[src/rtl/noc_pkg.sv]
// Shared NoC physical-channel types.
// Used by both the transmit-side VC mux and the receive-side demux.
package noc_pkg;

  localparam int NOC_DATA_WIDTH = 256;
  localparam int NOC_VC_NUM     = 2;

  typedef struct packed {
    logic                      last;
    logic [NOC_DATA_WIDTH-1:0] data;
  } flit_t;

  typedef logic [$clog2(NOC_VC_NUM)-1:0] vc_idx_t;

endpackage

[src/rtl/noc_vc_fifo.sv]
// Per-VC synchronous FIFO, no fall-through.
// Storage is not reset; only pointers and count are.
module noc_vc_fifo #(
  parameter int DEPTH = 4,
  parameter int WIDTH = 257,
  localparam int AW   = $clog2(DEPTH)
) (
  input  logic             clk,
  input  logic             rst_n,
  input  logic             push,
  input  logic             pop,
  input  logic [WIDTH-1:0] din,
  output logic [WIDTH-1:0] dout,
  output logic             full,
  output logic             empty,
  output logic [AW:0]      count
);

  logic [WIDTH-1:0] mem [DEPTH];
  logic [AW-1:0]    wr_ptr;
  logic [AW-1:0]    rd_ptr;
  logic             do_push;
  logic             do_pop;

  assign full    = (count == (AW+1)'(DEPTH));
  assign empty   = (count == '0);
  assign do_push = push && !full;
  assign do_pop  = pop && !empty;
  assign dout    = mem[rd_ptr];

  // Pointer and occupancy bookkeeping.
  always_ff @(posedge clk) begin
    if (!rst_n) begin
      wr_ptr <= '0;
      rd_ptr <= '0;
      count  <= '0;
    end else begin
      if (do_push) wr_ptr <= wr_ptr + 1'b1;
      if (do_pop)  rd_ptr <= rd_ptr + 1'b1;
      count <= count
             + {{AW{1'b0}}, do_push}
             - {{AW{1'b0}}, do_pop};
    end
  end

  // Storage write.
  always_ff @(posedge clk) begin
    if (do_push) mem[wr_ptr] <= din;
  end

endmodule

[src/rtl/noc_pchannel_vc_demux_buf.sv]
// Receive end of a NoC physical channel.
// Steers one-hot-valid flits into per-VC FIFOs.
module noc_pchannel_vc_demux_buf
  import noc_pkg::*;
#(
  parameter int DATA_WIDTH   = 256,
  parameter int VCHANNEL_NUM = 2,
  parameter int FIFO_DEPTH   = 4
) (
  input  logic                                    clk,
  input  logic                                    rst_n,
  input  logic [DATA_WIDTH-1:0]                   in_flit,
  input  logic                                    in_last,
  input  logic [VCHANNEL_NUM-1:0]                 in_valid,
  output logic [VCHANNEL_NUM-1:0]                 in_ready,
  output logic [VCHANNEL_NUM-1:0][DATA_WIDTH-1:0] out_flit,
  output logic [VCHANNEL_NUM-1:0]                 out_last,
  output logic [VCHANNEL_NUM-1:0]                 out_valid,
  input  logic [VCHANNEL_NUM-1:0]                 out_ready,
  output logic [VCHANNEL_NUM-1:0]                 pkt_open,
  output logic                                    err_multi
);

  localparam int AW = $clog2(FIFO_DEPTH);

  logic                    multi;
  logic [VCHANNEL_NUM-1:0] push;
  logic [VCHANNEL_NUM-1:0] pop;
  logic [VCHANNEL_NUM-1:0] full;
  logic [VCHANNEL_NUM-1:0] empty;

  // Two or more bits set: clearing the lowest set bit leaves something.
  assign multi = |(in_valid & (in_valid - VCHANNEL_NUM'(1)));

  for (genvar v = 0; v < VCHANNEL_NUM; v++) begin : g_vc
    logic [AW:0]         cnt;
    logic [DATA_WIDTH:0] head;

    assign in_ready[v]  = rst_n && (cnt != (AW+1)'(FIFO_DEPTH));
    assign push[v]      = in_valid[v] && !multi && rst_n && !full[v];
    assign out_valid[v] = !empty[v];
    assign pop[v]       = out_valid[v] && out_ready[v];
    assign out_flit[v]  = head[DATA_WIDTH-1:0];
    assign out_last[v]  = head[DATA_WIDTH];

    noc_vc_fifo #(
      .DEPTH (FIFO_DEPTH),
      .WIDTH (DATA_WIDTH+1)
    ) u_fifo (
      .clk   (clk),
      .rst_n (rst_n),
      .push  (push[v]),
      .pop   (pop[v]),
      .din   ({in_last, in_flit}),
      .dout  (head),
      .full  (full[v]),
      .empty (empty[v]),
      .count (cnt)
    );

    // Track whether this VC is mid-packet.
    always_ff @(posedge clk) begin
      if (!rst_n)       pkt_open[v] <= 1'b0;
      else if (push[v]) pkt_open[v] <= !in_last;
    end
  end

  // Sticky protocol error on multi-hot valid.
  always_ff @(posedge clk) begin
    if (!rst_n)     err_multi <= 1'b0;
    else if (multi) err_multi <= 1'b1;
  end

endmodule
[config.mk]
export PLATFORM = sky130hd
export DESIGN_NAME = noc_pchannel_vc_demux_buf
export DESIGN_NICKNAME = d
export VERILOG_FILES = /design/src/rtl/noc_pkg.sv /design/src/rtl/noc_vc_fifo.sv /design/src/rtl/noc_pchannel_vc_demux_buf.sv
export SDC_FILE = /design/constraint.sdc
export NUM_CORES = 1
export LEC_CHECK = 0
export BUFFER_PORTS_ARGS = -buffer_cell sky130_fd_sc_hd__buf_2
export CORE_MARGIN = 3
export CORE_UTILIZATION = 55
export CTS_BUF_LIST = sky130_fd_sc_hd__clkbuf_8
export CTS_CLUSTER_SIZE = 8
export DETAILED_ROUTE_END_ITERATION = 16
export PLACE_DENSITY = 0.75
export SLEW_MARGIN = 10
export SYNTH_ARGS = -nofsm -noshare
export SYNTH_HDL_FRONTEND = slang
export SYNTH_HIERARCHICAL = 1
export SYNTH_SLANG_ARGS = --single-unit
[constraint.sdc]
create_clock -name clk -period 12.2 [get_ports clk]
set_input_delay 3.05 -clock clk [delete_from_list [all_inputs] [get_ports clk]]
set_output_delay 3.05 -clock clk [all_outputs]
set_load 0.02 [all_outputs]
Word level (Yosys, flattened, before mapping)
Memories as Yosys holds them, arrays and structs flattened. A register that Yosys moved wholly into a read port is not among the register bits.
Cells that the tools add are included.
- output and inout bits: 521
- memories: 2
- input bits: 263
- logic and storage cells: 56
- register bits after elaboration: 17
- bits in writable memories: 2056
- equality and inequality tests: 4
- multiplexer cells: 8
- bitwise operators: 1
- $add $sub $neg: 9
- reduce and logical (&&, ||, !) cells: 23
- memory list (memory ; depth ; bits a word ; rd ports ; clocked after memory_dff ; wr ports ; RTL line ; text):
    g_vc[0].u_fifo.mem ; 4 ; 257 ; 1 ; 1 ; 1 ; noc_vc_fifo.sv:19 ; logic [WIDTH-1:0] mem [DEPTH];
    g_vc[1].u_fifo.mem ; 4 ; 257 ; 1 ; 1 ; 1 ; noc_vc_fifo.sv:19 ;
- operator list (operator ; number):
    1-bit logical AND ; 14
    2-bit by 1-bit adder with 2-bit output, second input constant ; 4
    2-bit two-way mux ; 4
    3-bit by 1-bit adder with 3-bit output ; 2
    3-bit equality test, second input constant ; 2
    1-bit logical NOT ; 6
    3-bit logical NOT ; 2
    3-bit inequality test, second input constant ; 2
    3-bit by 1-bit subtractor with 3-bit output ; 2
    1-bit two-way mux ; 4
    2-bit bitwise AND ; 1
    2-bit OR reduction ; 1
    2-bit by 1-bit subtractor with 2-bit output, second input constant ; 1

Depth between registers and ports, before layout
Gate-level depths: netlist of the first run.
- depth in word-level cells: 10
- depth in mapped cells: 13
- mapped depth without buffers: 12

Cells and area by module
Netlist of the first run, hierarchy kept.
- modules (own cells, without submodules) (module ; area an instance (um^2) ; sequential area each (um^2) ; cells an instance ; instances):
    noc_vc_fifo ; 37783.7 ; 31049.8 ; 1394 ; 2
    noc_pchannel_vc_demux_buf ; 187.7 ; 60.1 ; 22 ; 1

Worst setup path after synthesis of the first run
No wires, ideal clock.
- path kind: input -> register
- start: in in_valid[1]
- end: mem g_vc[0].u_fifo.mem[0][0] (enable)
- arrival time: 9.619 ns
- path buffers: 1
- library setup time: 0.651 ns
- data required time: 11.549 ns
- slack: 1.930 ns
- cell stages on the path: 5
- cells stage by stage: nor3b_2 and2_2 nor2b_1 clkbuf_1 and2_1
- cells in the longest elaborated chain, start to end: 10
- RTL lines (element ; RTL line ; text):
    from (decl) ; noc_pchannel_vc_demux_buf.sv:14 ; input logic [VCHANNEL_NUM-1:0] in_valid,
    2-bit by 1-bit subtractor with 2-bit output ; noc_pchannel_vc_demux_buf.sv:33 ; assign multi = |(in_valid & (in_valid - VCHANNEL_NUM'(1)));
    2-bit bitwise AND * ; noc_pchannel_vc_demux_buf.sv:33 ;
    2-bit OR reduction * ; noc_pchannel_vc_demux_buf.sv:33 ;
    1-bit logical NOT * ; noc_pchannel_vc_demux_buf.sv:40 ; assign push[v] = in_valid[v] && !multi && rst_n && !full[v];
    1-bit logical AND * (3 in series) ; noc_pchannel_vc_demux_buf.sv:40 ;
    net push[0] ; noc_pchannel_vc_demux_buf.sv:27 ; logic [VCHANNEL_NUM-1:0] push;
    1-bit logical AND * ; noc_vc_fifo.sv:27 ; assign do_push = push && !full;
    1-bit two-way mux * ; noc_vc_fifo.sv:48 ; if (do_push) mem[wr_ptr] <= din;
    1-bit two-way mux (not written as such) * ; noc_vc_fifo.sv:48 ;
    to (decl) ; noc_vc_fifo.sv:19 ;
The timed path passes the listed nets; every way through them passes the cells marked *.

Final worst setup path of the first run
- start: in rst_n
- end: out in_ready[0]
- cells in the longest elaborated chain, start to end: 1
- RTL lines (element ; RTL line ; text):
    from (decl) ; noc_pchannel_vc_demux_buf.sv:11 ; input logic rst_n,
    1-bit logical AND ; noc_pchannel_vc_demux_buf.sv:39 ; assign in_ready[v] = rst_n && (cnt != (AW+1)'(FIFO_DEPTH));
    to (decl) ; noc_pchannel_vc_demux_buf.sv:15 ; output logic [VCHANNEL_NUM-1:0] in_ready,
No other way between the ends.

==> results of run 1 <==
worst paths after layout:
| path | from | to |
|---|---|---|
| max | rst_n | in_ready[0] |
| min | pkt_open[1]$_SDFFE_PN0P_ | pkt_open[1]$_SDFFE_PN0P_ |
| max reg2reg | g_vc[0].u_fifo/count[2]$_SDFF_PN0_ | g_vc[0].u_fifo/mem[1][40]$_DFFE_PP_ |
| min reg2reg | pkt_open[1]$_SDFFE_PN0P_ | pkt_open[1]$_SDFFE_PN0P_ |
kinds of logic after synthesis:
logic type | synth area share
compound gates | 0.000859
buf+inv | 0.0181
xor+xnor | 0.000462
mux | 0.154
simple gates | 0.00393
flops | 0.821
fa+ha+maj | 0.00251
cell type report:
class,instances,share of cell area
sequential,2077,0.718
multi-input combinational,599,0.141
inverter,14,0.000607
timing repair buffer,826,0.0510
antenna,31,0.000896
clock inverter,160,0.00739
clock buffer,342,0.0544
tap,1781,0.0257
report_power, final:
| part | internal [uW] | switching [uW] |
|---|---|---|
| clock network | 2550 | 2450 |
| logic | 602 | 1040 |
| registers | 8100 | 66.8 |
| total | 11200 | 3560 |
critical path: cells and delay by family:
kind	cells	cell delay, ns
buffers and inverters	2	0.51
AO/OA/AOI/OAI	1	1.00
Yosys cell counts:
cell type,instances,area [um^2]
a21boi_0,4,30.0
fa_1,2,40.0
a21oi_1,1,5.00
clkbuf_1,12,45.0
nand2_1,14,52.6
nor3b_1,2,15.0
buf_12,44,881
buf_4,4,30.0
nor2b_1,7,43.8
xnor2_1,4,35.0
or4bb_1,2,22.5
buf_6,10,113
edfxtp_1,2056,61700
inv_1,14,52.6
o21ai_0,6,30.0
buf_2,50,250
or3_1,2,12.5
nor2_1,2,7.51
ha_1,12,150
mux2i_1,6,60.1
and2_1,14,87.6
nor3_1,2,10.0
nor3b_2,2,25.0
nand2b_1,1,6.26
dfxtp_1,21,420
and2_2,2,15.0
mux4_2,514,11600
stage by stage:
step / setup slack, ns / instances / power [uW]
after floorplan: 1.93 / 2810 / 9430
after global placement: 4.56 / 5297 / 9940
after detailed placement: 4.55 / 5297 / 9980
after CTS: 4.55 / 5799 / 15000
after global routing: 4.53 / 5816 / 15300
final: 4.58 / 5830 / 14800
layout by cell type (no fill, tap or decap), types with 9 or more instances in the layout:
| cell type | n |
|---|---|
| buf_4 | 29 |
| clkinv_2 | 9 |
| clkbuf_8 | 342 |
| mux4_2 | 514 |
| diode_2 | 31 |
| ha_1 | 12 |
| buf_12 | 14 |
| buf_2 | 783 |
| inv_1 | 117 |
| dfxtp_1 | 17 |
| clkinv_1 | 41 |
| edfxtp_1 | 2056 |
| nand2_1 | 14 |
routing by layer:
metal / track usage / vias to the layer above / wire [um]
met4: 0.0946 / 22 / 5890
met3: 0.0721 / 353 / 15800
met5: 0 / - / 141
met1: 0.303 / 18200 / 60600
met2: 0.369 / 1655 / 82200
li1: - / 14300 / -
state kept, by name, summed over array words and instances (netlist names), named ones only:
name,count
g_vc.u_fifo/mem,2056
g_vc.u_fifo/count,6
g_vc.u_fifo/rd_ptr,4
g_vc.u_fifo/wr_ptr,4
pkt_open,2
err_multi,1
==> impl_metrics.ini, run 1 <==
[run_status]
run_status = complete, no violations

[placed_design]
routabilityCongestion = 0.779
hpwlAfterDp_mm = 95.5
dpl_cell_area_um2 = 81100
numPortBuffers = 783

[cells_and_area]
multiInputGateArea_um2 = 12200
fin_util = 0.636
final_net_count = 4131
register_area_um2 = 62200
n_fill_cell = 8791
syn_to_final_growth_pct = 14.2
final_design_area_no_fill_um2 = 86500
layout-drive-gt1-share = 0.427

[worst_setup_path]
crit_arrival_ns = 4.57
rr_worst_depth = 6
worstSetupStartpointType = primary input
crit_type = primary input to primary output
cp-end-kind = primary output
critPathSlowestCell = a21boi_0
cp_cell_sequence = buf_2 -> a21boi_0 -> buf_2
cp_data_required_time_ns = 9.15
critical-path-top-cell-by-count = buf_2
maximum_cell_stage_delay_along_the_critical_path_ns = 1.00
r2r_slack_ns = 8.63
timing.critical_path.fanout_max = 2

[sta]
share_of_the_clock_period_used_by_the_worst_path = 0.625
final.hold.worst_slack_ns = 0.482
hold_viol = 0
timing.slew.headroom = 0.155
tns_ns = 0
achievable-frequency_mhz = 131
skew_ns = 0.0681
final_period_minus_worst_setup_slack_ns = 7.62
timing_worst_slew_pin_value_ns = 1.26
finalMaxSlewViolations = 0
final-setup-viol-count = 0
grt_setup_unrepaired = no

[route]
route.vias.total = 34500
remaining_drc_errors = 0
drtIter0Drc = 3156
ant_nets = 0
dr.pass1.iters = 5
via_per_inst = 5.91
detail_route.wl_per_cell_um = 28.2
finalWirelength_mm = 165

[cts]
cts_made_buffers = 336
post-cts-setup-buffer-count = 0
cts.repair.resized = 0
cts_max_path_buffers = 4
cts_htree_levels = 5
register_clock_pin_slew_on_the_reported_worst_setup_and_hold_paths_ns = 0.06
cts-root-buf = clkbuf_8
numClockSinks = 2077
clock_tree_from_tritoncts = done
worstSkewPairLatency_ns = 0.97
cts_hold_buf = 0

[logic_synthesis]
syn_inst = 2810
syn-mean-instance-area_um2 = 27.0
ys_warn_count = 6
synth_seq_cells = 2077
synth.yosys.seq_area_share = 0.821
synthesis.area_um2 = 75800
net_count_after_synthesis = 3087
synth.distinct_cells = 27

[die]
num_io_pins = 784
placement_rows = 135
die_x_um = 377
core_area_um2 = 136000
floorplan.die.height_um = 377
die_area_um2 = 142000
initial_utilization = 0.556

[global_route]
grt_antenna_before_repair = 41
pin_count_of_the_biggest_net_entering_global_routing = 119
gr-usage-all-layers = 0.232
first_global_vias = 35300
first_pass_grt_wire_length_mm = 240
grt-ovfl-total = 0

[power]
peakVddDrop_mv = 0.171
power-per-cell-area_nw_per_um2 = 171
cellLeakagePower_uw = 0.0281

[flow_run]
cap_viol_max_count = 0

[min_path]
timing.hold.worst_path_depth = 2
worstHoldPathType = flip-flop to flip-flop
No activity file was read; power rests on OpenSTA's default activity.
==> run 2, diff against run 1 <==
Clock period 12.2 ns to 7.5 ns, I/O delays scaled along.
==> impl_metrics.ini, run 2 (same netlist as run 1, synthesis figures left out) <==
[min_path]
worstHoldPathType = flip-flop to flip-flop
worstHoldStart = g_vc[0].u_fifo/rd_ptr[1]$_SDFFE_PN0P_
timing.hold.worst_path_depth = 2

[power]
netSwitchingFraction = 0.239
peakVddDrop_mv = 0.243
total_switching_power_uw = 5790
cellLeakagePower_uw = 0.0282
pwr-share-comb = 0.111
power-per-cell-area_nw_per_um2 = 279
intPower_uw = 18500
clockPowerShare = 0.341
seqPwrFrac = 0.548

[route]
remaining_drc_errors = 0
route.vias.total = 34400
drtIter0Drc = 3180
dr.pass1.iters = 5
detail_route.wl_per_cell_um = 27.9
ant_nets = 0
via_per_inst = 5.88
finalWirelength_mm = 163

[cts]
cts.repair.resized = 0
cts_htree_levels = 5
cts_hold_buf = 0
cts_made_buffers = 338
post-cts-setup-buffer-count = 0
worstSkewPairLatency_ns = 0.98
numClockSinks = 2077
cts-root-buf = clkbuf_8
clock_tree_from_tritoncts = done
register_clock_pin_slew_on_the_reported_worst_setup_and_hold_paths_ns = 0.06
cts_max_path_buffers = 4

[run_status]
run_status = complete, no violations

[sta]
final_period_minus_worst_setup_slack_ns = 5.37
final-setup-viol-count = 0
timing_worst_slew_pin_value_ns = 1.05
share_of_the_clock_period_used_by_the_worst_path = 0.716
skew_ns = 0.0905
timing.slew.headroom = 0.298
hold_viol = 0
achievable-frequency_mhz = 186
final.hold.worst_slack_ns = 0.454
grt_setup_unrepaired = no
tns_ns = 0
finalMaxSlewViolations = 0

[placed_design]
hpwlAfterDp_mm = 96.4
routabilityCongestion = 0.759
numPortBuffers = 783

[die]
core_area_um2 = 136000
floorplan.die.height_um = 377
initial_utilization = 0.556
num_io_pins = 784
die_area_um2 = 142000
placement_rows = 135
die_x_um = 377

[worst_setup_path]
maximum_cell_stage_delay_along_the_critical_path_ns = 0.86
worstSetupStartpointType = flip-flop
crit_arrival_ns = 3.50
cp-end-kind = primary output
cp_cell_sequence = buf_4 -> mux4_2 -> buf_2
r2r_start = g_vc[0].u_fifo/count[2]$_SDFF_PN0_
critPathSlowestCell = dfxtp_4
timing.critical_path.fanout_max = 36
reg2reg_to = g_vc[0].u_fifo/mem[2][66]$_DFFE_PP_
worst-path-buf-inv = 2
r2r_slack_ns = 4.12
rr_worst_depth = 6
crit_family = buffers and inverters
cp_data_required_time_ns = 5.62
crit_type = flip-flop to primary output

[cells_and_area]
n_fill_cell = 8695
largest_registers = g_vc.u_fifo/mem x2056, g_vc.u_fifo/count x6
syn_to_final_growth_pct = 14.7
mostFrequentLayoutCell = edfxtp_1
final_net_count = 4136
commonest_cells_after_routing_fill_and_taps_aside = edfxtp_1 (2056), buf_2 (783), mux4_2 (514)
largest_register_ffs = 2056
largest-register = g_vc.u_fifo/mem
layout-drive-gt1-share = 0.428

[global_route]
pin_count_of_the_biggest_net_entering_global_routing = 114
first_global_vias = 35600
grt-ovfl-total = 0
first_pass_grt_wire_length_mm = 239
grt_antenna_before_repair = 52
gr-usage-all-layers = 0.231

[flow_run]
cap_viol_max_count = 0
-- run 2: cell count changes in the layout (fill, tap and decap cells not counted) --
cell,previous run,this run
clkinvlp_4,6,4
bufinv_16,0,2
clkbuf_8,342,350
inv_6,1,0
buf_4,29,18
diode_2,31,27
clkinv_1,41,39
buf_12,14,28
inv_1,117,123
-- run 2: power groups by stage --
| stage | sequential [uW] | clock (uW) | combinational [uW] |
|---|---|---|---|
| finish | 13300 | 8270 | 2690 |
| global route | 13300 | 9010 | 2840 |
| CTS | 13300 | 8480 | 2730 |
| detailed placement | 13500 | 0 | 2730 |
| global placement | 13500 | 0 | 2700 |
| floorplan | 13500 | 0 | 1780 |
-- run 2: layout make-up --
class	count	area, um^2	area share
diodes	27	67.6	0.000778
inverters	14	52.6	0.000605
multi-input cells	599	12200	0.141
well taps	1781	2230	0.0256
clock buffers	350	4820	0.0554
repair buffers	829	4610	0.0531
clock inverters	163	691	0.00795
flip-flops and latches	2077	62200	0.716
-- run 2: worst max-delay path by stage --
| stage | slack, ns | cells after the start | endpoint | start |
|---|---|---|---|---|
| CTS | 1.88 | 3 | out_flit[92] | flip-flop |
| floorplan | -1.59 | 5 | g_vc[1].u_fifo/mem[0][0]$_DFFE_PP_ | in_valid[0] |
| detailed placement | 2.50 | 5 | g_vc[0].u_fifo/mem[0][98]$_DFFE_PP_ | rst_n |
| global route | 1.81 | 3 | out_flit[92] | flip-flop |
| finish | 2.13 | 3 | out_flit[57] | flip-flop |
| global placement | 2.54 | 5 | g_vc[0].u_fifo/mem[0][96]$_DFFE_PP_ | rst_n |
-- run 2: stage by stage --
step                      utilization  instance area, um^2  power (uW)  setup slack, ns  std cells
after CTS                       0.638                86800       24500             1.88       5813
final                           0.638                86900       24200             2.13       5840
after detailed placement        0.597                81300       16200             2.50       5300
after floorplan                     -                75800       15300            -1.59       2810
after global placement          0.597                81300       16200             2.54       5300
after global routing            0.638                86900       25200             1.81       5828
-- run 2: worst register-to-register path, stage by stage, from the launching register on --
cell	delay, ns
dfxtp_1	0.35
nor3b_1	0.18
nor3b_2	0.21
and2_2	0.16
nor2b_1	0.45
and2_4	0.85
buf_12	0.60
-- run 2: metal layers --
metal	routed length (um)	GRT usage	up-vias
met4	6330	0.0981	18
met3	14600	0.0671	346
li1	-	-	14300
met2	81100	0.365	1568
met5	108	0	-
met1	61000	0.304	18100
